<file path="config.mk">
export PLATFORM = sky130hd
export DESIGN_NAME = neuron_array_tdm
export DESIGN_NICKNAME = d
export VERILOG_FILES = /design/src/rtl/neuron_array_tdm.sv
export SDC_FILE = /design/constraint.sdc
export NUM_CORES = 1
export LEC_CHECK = 0
export CAP_MARGIN = 20
export CELL_PAD_IN_SITES_DETAIL_PLACEMENT = 1
export CELL_PAD_IN_SITES_GLOBAL_PLACEMENT = 1
export CORE_MARGIN = 5
export CORE_UTILIZATION = 55
export CTS_BUF_LIST = sky130_fd_sc_hd__clkbuf_4
export CTS_CLUSTER_DIAMETER = 80
export DETAILED_ROUTE_END_ITERATION = 16
export GPL_ROUTABILITY_DRIVEN = 0
export GPL_TIMING_DRIVEN = 0
export PLACE_DENSITY_LB_ADDON = 0.08
export SLEW_MARGIN = 20
export SYNTH_ARGS = -nofsm -noshare
export SYNTH_HDL_FRONTEND = slang
export SYNTH_SLANG_ARGS = --single-unit
export TNS_END_PERCENT = 50
</file>
<file path="constraint.sdc">
create_clock -name clk -period 14.6 [get_ports clk]
set_input_delay 2.19 -clock clk [delete_from_list [all_inputs] [get_ports clk]]
set_output_delay 2.19 -clock clk [all_outputs]
set_load 0.02 [all_outputs]
</file>
<file path="src/rtl/neuron_array_tdm.sv">
// Time-multiplexed leaky integrate-and-fire neuron array: one shared update datapath
// walks all N neurons per time step and publishes the spike vector atomically.
module neuron_array_tdm #(
   parameter int N          = 16,
   parameter int W          = 16,
   parameter int WI         = 8,
   parameter int LEAK_SHIFT = 2,
   parameter int REFRACT    = 2,
   localparam int AW        = $clog2(N)
) (
   input  logic                 clk,
   input  logic                 reset,
   input  logic                 step_start,
   input  logic signed [W-1:0]  threshold,
   input  logic                 force_spike_en,
   input  logic [AW-1:0]        force_spike_neuron_select,
   output logic [AW-1:0]        cur_addr,
   input  logic signed [WI-1:0] cur_data,
   output logic                 busy,
   output logic                 step_done,
   output logic [N-1:0]         spike_out
);

   localparam int RW = (REFRACT == 0) ? 1 : $clog2(REFRACT + 1);

   typedef enum logic [1:0] {IDLE, RUN, FLUSH, DONE} state_t;

   state_t               state;
   logic [AW-1:0]        idx;
   logic                 vld_p1;
   logic [AW-1:0]        idx_p1;
   logic signed [W-1:0]  thr_q;
   logic                 force_en_q;
   logic [AW-1:0]        force_sel_q;
   logic signed [W-1:0]  v_mem [N];
   logic [RW-1:0]        r_mem [N];
   logic [N-1:0]         spike_next;

   logic signed [W-1:0]  v_cur;
   logic [RW-1:0]        r_cur;
   logic signed [W-1:0]  v_leak;
   logic signed [W:0]    sum_wide;
   logic signed [W-1:0]  sum_sat;
   logic                 forced;
   logic                 spike_upd;
   logic signed [W-1:0]  v_upd;
   logic [RW-1:0]        r_upd;
   logic [N-1:0]         spike_vec;

   function automatic logic signed [W-1:0] leak(input logic signed [W-1:0] v);
      if (LEAK_SHIFT == 0) return v;
      return v - (v >>> LEAK_SHIFT);
   endfunction

   function automatic logic signed [W-1:0] sat_w(input logic signed [W:0] x);
      if (x[W] != x[W-1]) return x[W] ? {1'b1, {(W-1){1'b0}}} : {1'b0, {(W-1){1'b1}}};
      return x[W-1:0];
   endfunction

   assign cur_addr = idx;

   // Stage p1: neuron addressed last cycle is updated with the current arriving now
   always_comb begin
      v_cur     = v_mem[idx_p1];
      r_cur     = r_mem[idx_p1];
      forced    = force_en_q && (force_sel_q == idx_p1);
      v_leak    = leak(v_cur);
      sum_wide  = {v_leak[W-1], v_leak} + {{(W+1-WI){cur_data[WI-1]}}, cur_data};
      sum_sat   = sat_w(sum_wide);
      spike_upd = 1'b0;
      v_upd     = sum_sat;
      r_upd     = r_cur;
      if (forced) begin
         spike_upd = 1'b1;
         v_upd     = '0;
         r_upd     = RW'(REFRACT);
      end else if (r_cur != '0) begin
         v_upd = '0;
         r_upd = r_cur - RW'(1);
      end else if (sum_sat >= thr_q) begin
         spike_upd = 1'b1;
         v_upd     = '0;
         r_upd     = RW'(REFRACT);
      end
      spike_vec         = spike_next;
      spike_vec[idx_p1] = spike_upd;
   end

   always_ff @(posedge clk) begin
      if (reset) begin
         state       <= IDLE;
         idx         <= '0;
         vld_p1      <= 1'b0;
         idx_p1      <= '0;
         busy        <= 1'b0;
         step_done   <= 1'b0;
         spike_out   <= '0;
         spike_next  <= '0;
         thr_q       <= '0;
         force_en_q  <= 1'b0;
         force_sel_q <= '0;
         for (int i = 0; i < N; i++) begin
            v_mem[i] <= '0;
            r_mem[i] <= '0;
         end
      end else begin
         vld_p1    <= (state == RUN);
         idx_p1    <= idx;
         step_done <= 1'b0;
         if (vld_p1) begin
            v_mem[idx_p1] <= v_upd;
            r_mem[idx_p1] <= r_upd;
            spike_next    <= spike_vec;
         end
         case (state)
            IDLE: begin
               if (step_start) begin
                  thr_q       <= threshold;
                  force_en_q  <= force_spike_en;
                  force_sel_q <= force_spike_neuron_select;
                  idx         <= '0;
                  busy        <= 1'b1;
                  state       <= RUN;
               end
            end
            RUN: begin
               if (idx == AW'(N - 1)) begin
                  idx   <= '0;
                  state <= FLUSH;
               end else begin
                  idx <= idx + 1'b1;
               end
            end
            FLUSH: begin
               spike_out <= spike_vec;
               step_done <= 1'b1;
               state     <= DONE;
            end
            DONE: begin
               busy  <= 1'b0;
               state <= IDLE;
            end
            default: state <= IDLE;
         endcase
      end
   end

endmodule

</file>
==> metrics.txt <==
status finished, final reports clean; Final Max Tran Viols 0; critical path arrival 12.55 ns; Final Skew 0.0756 ns; GRT Total Usage 0.312; IO Port Bufs 53; Worst Path Required 15.06 ns; fin area 19900 um^2; global route overflow 0; initial antenna violation count 7; Setup CP Type flop to flop; Worst path slowest cell a211oi_2; P&R area growth vs syn 12.9%; number of flops mapped to enable cells by yosys 288; Synth Instances 1426; sequential share of the synthesized area 0.566; CP Capture Type flop; CTS Buf Count 93; Min-Delay Path Class flop to flop; Crit. Startpoint idx_p1[1]; RSZ-0062 raised after global routing no; final hold violations 0; pwr dens 208 nW/um^2; R2R setup slack 2.51 ns; WL per Instance 27.1 um; highest clock rate 82.7 MHz; CTS Root Cell clkbuf_4; via count 13100; Std-Cell Rows 65; IR drop worst, VDD 121 uV; Post-CTS Hold Buffers 0; post-CTS sizing 0; delay-heaviest family, CP buffers and inverters; Worst Hold Path Cells 2; synthesis-stage register bit count 354; Starting Density 0.558; Final period util 0.828; max_slew headroom 0.233; # fillers 3228; Synthesized Nets 1513; clk buf depth 3; placed instance area 18700 um^2; largest net degree at the start of global routing 19; Clock Latency Late Sink 0.81 ns; setup TNS 0 ns; Slew @ Worst Pin 1.15 ns; CP bufs+invs 9; Final setup viols 0; number of global-route vias before repair 14100; clock transition at the registers of the reported paths 0.06 ns; worst r2r dst v_mem[0][8]; vias per cell 6.43; non-filler cells, final 2046; CTS tree built; maxcap violations 0; DR iter-0 viols 1189; DIE AREA 35700 um^2; Final ANT Viol Nets 0; most used flip-flop cell after synthesis edfxtp_1; CP Depth 32; fraction of layout cells with a size suffix above 1 0.191; synthesized area 17600 um^2; leak pwr 6.88 nW; die span in x 189 um; Yosys warning total 0; clock tree sinks 354; average size of a mapped cell 12.4 um^2; Final HPWL DP 38500 um; CP endpoint v_mem[0][8]; # nets final 1664; total power 4.14 mW; critical path launch point type flop; final wirelength 55500 um; H-tree Lvls 3; DRC viols 0; first-pass GRT wire length 83400 um; crit-path max FO 10; reg2reg path depth 32; drt pass-1 iters 5; post-synth cell types 71; Floorplan Core Area 31600 um^2; I/O pin count 54; Setup Fix Bufs, Post-CTS 0; Reg-to-Reg Start idx_p1[1]; Cells after DPL 1883; slowest cell delay on critical path 0.87 ns; Tmin final 12.09 ns; DIE HEIGHT 189 um; ys async rst share 0
-- where the power goes --
group,internal [mW],leakage (nW),total [mW],switching [mW]
Combinational,0.599,2.69,2.10,1.50
Sequential,1.14,3.50,1.16,0.0239
Clock,0.453,0.696,0.874,0.421
Total,2.19,6.88,4.14,1.95
-- synthesized netlist by cell type, types with 3 or more instances --
cell type  instances  share of area
o211ai_4           4         0.0048
nor2b_1           13         0.0046
mux4_2            89           0.11
edfxtp_1         288           0.49
a22oi_1            4         0.0017
nand2_1           96          0.020
buf_4              7         0.0030
o21bai_1           5         0.0021
xor2_1             8         0.0040
a21o_1             7         0.0030
o211ai_1           5         0.0021
a211o_1            4         0.0020
o21ai_0           18         0.0051
nand4_1            7         0.0025
dfxtp_1           66          0.075
nand2b_1          21         0.0075
buf_6              6         0.0038
mux2i_1            3         0.0017
buf_1             11         0.0023
a31oi_1            5         0.0018
nand3_2            3         0.0017
a211oi_1          20         0.0085
a21oi_1           49          0.014
maj3_1             7         0.0040
and2_1             5         0.0018
buf_2             27         0.0077
and3_1             6         0.0021
inv_1             58          0.012
ha_1              53          0.038
a32oi_1           17         0.0085
a21boi_0           3         0.0013
a21oi_4            3         0.0028
or3_1              3         0.0011
clkbuf_1          49          0.010
nor3_1           148          0.042
nor2_1           209          0.045
o21a_1             8         0.0034
o31ai_1           16         0.0068
xnor2_1           17         0.0085
nand3_1           14         0.0040
-- registers in the layout, summed over array words and instances (netlist names), 4 cells and up --
signal,flops
v_mem,256
r_mem,32
spike_next,16
spike_out,16
thr_q,16
cur_addr,4
force_sel_q,4
idx_p1,4
-- cell usage in the layout (no fill, tap or decap), types with 8 or more instances in the layout --
cell type        count
nand2_1             96
buf_2               28
nand2b_1            14
clkbuf_4           141
a32oi_1             17
ha_1                53
buf_1                8
a211oi_1            20
clkdlybuf4s50_1     53
clkbuf_1            49
nor3_1             148
edfxtp_1           288
a21oi_1             49
xor2_1               8
nor2_1             209
o21ai_0             18
nor2b_1             13
o31ai_1             16
o21a_1               8
mux4_2              89
inv_1               58
dfxtp_1             66
xnor2_1             17
nand3_1             14
clkinv_1            12
-- worst min-delay path by stage --
| stage | end | startpoint |
|---|---|---|
| finish | thr_q[1] | thr_q[1] |
| global route | thr_q[1] | thr_q[1] |
| CTS | thr_q[1] | thr_q[1] |
| detailed placement | thr_q[6] | thr_q[6] |
| global placement | thr_q[3] | thr_q[3] |
| floorplan | thr_q[10] | thr_q[10] |
-- cell families after synthesis --
group,Yosys count,synth area share
and+or+nand+nor,536,0.138
adders and majority gates,62,0.0439
xor gates and xnor gates,25,0.0124
muxes,93,0.116
AOI/OAI and AO/OA,196,0.0833
DFF,354,0.566
buffers and inverters,160,0.0402
-- per-layer routing --
| layer | track usage | share of wire | vias to the layer above |
|---|---|---|---|
| li1 | - | - | 5719 |
| met1 | 0.370 | 0.36 | 6515 |
| met2 | 0.519 | 0.49 | 733 |
| met3 | 0.101 | 0.10 | 174 |
| met4 | 0.144 | 0.045 | 6 |
| met5 | 0 | 0.00074 | - |
-- worst reg2reg max path, delay by kind of cell (launching register included) --
family | cells | cell delay (ns)
AO/OA/AOI/OAI | 10 | 3.49
XOR/XNOR | 1 | 0.19
adder cells (fa/ha/maj) | 3 | 0.94
buffers and inverters | 9 | 3.87
flip-flops | 1 | 0.50
multiplexers | 2 | 1.03
AND/OR/NAND/NOR | 7 | 1.79
-- final cells by class --
cell class | instances | area [um^2] | share of cell area
inverters | 60 | 228 | 0.0115
well taps | 402 | 503 | 0.0253
repair buffers | 56 | 576 | 0.0290
plain buffers | 100 | 484 | 0.0244
clock buffers | 141 | 1060 | 0.0532
multi-input cells | 912 | 6950 | 0.350
diodes | 4 | 10.0 | 0.000504
flip-flops and latches | 354 | 9970 | 0.502
clock inverters | 17 | 97.6 | 0.00491
-- stage by stage --
| stage | util | setup slack (ns) | hold WS, ns |
|---|---|---|---|
| 2_1_floorplan | - | 5.90 | 0.436 |
| 3_3_place_gp | 0.591 | 2.96 | 0.445 |
| 3_5_place_dp | 0.592 | 2.76 | 0.447 |
| 4_1_cts | 0.629 | 2.75 | 0.456 |
| 5_1_grt | 0.630 | 2.25 | 0.488 |
| 6_report | 0.630 | 2.51 | 0.456 |
(Power assumes the default switching activity.)
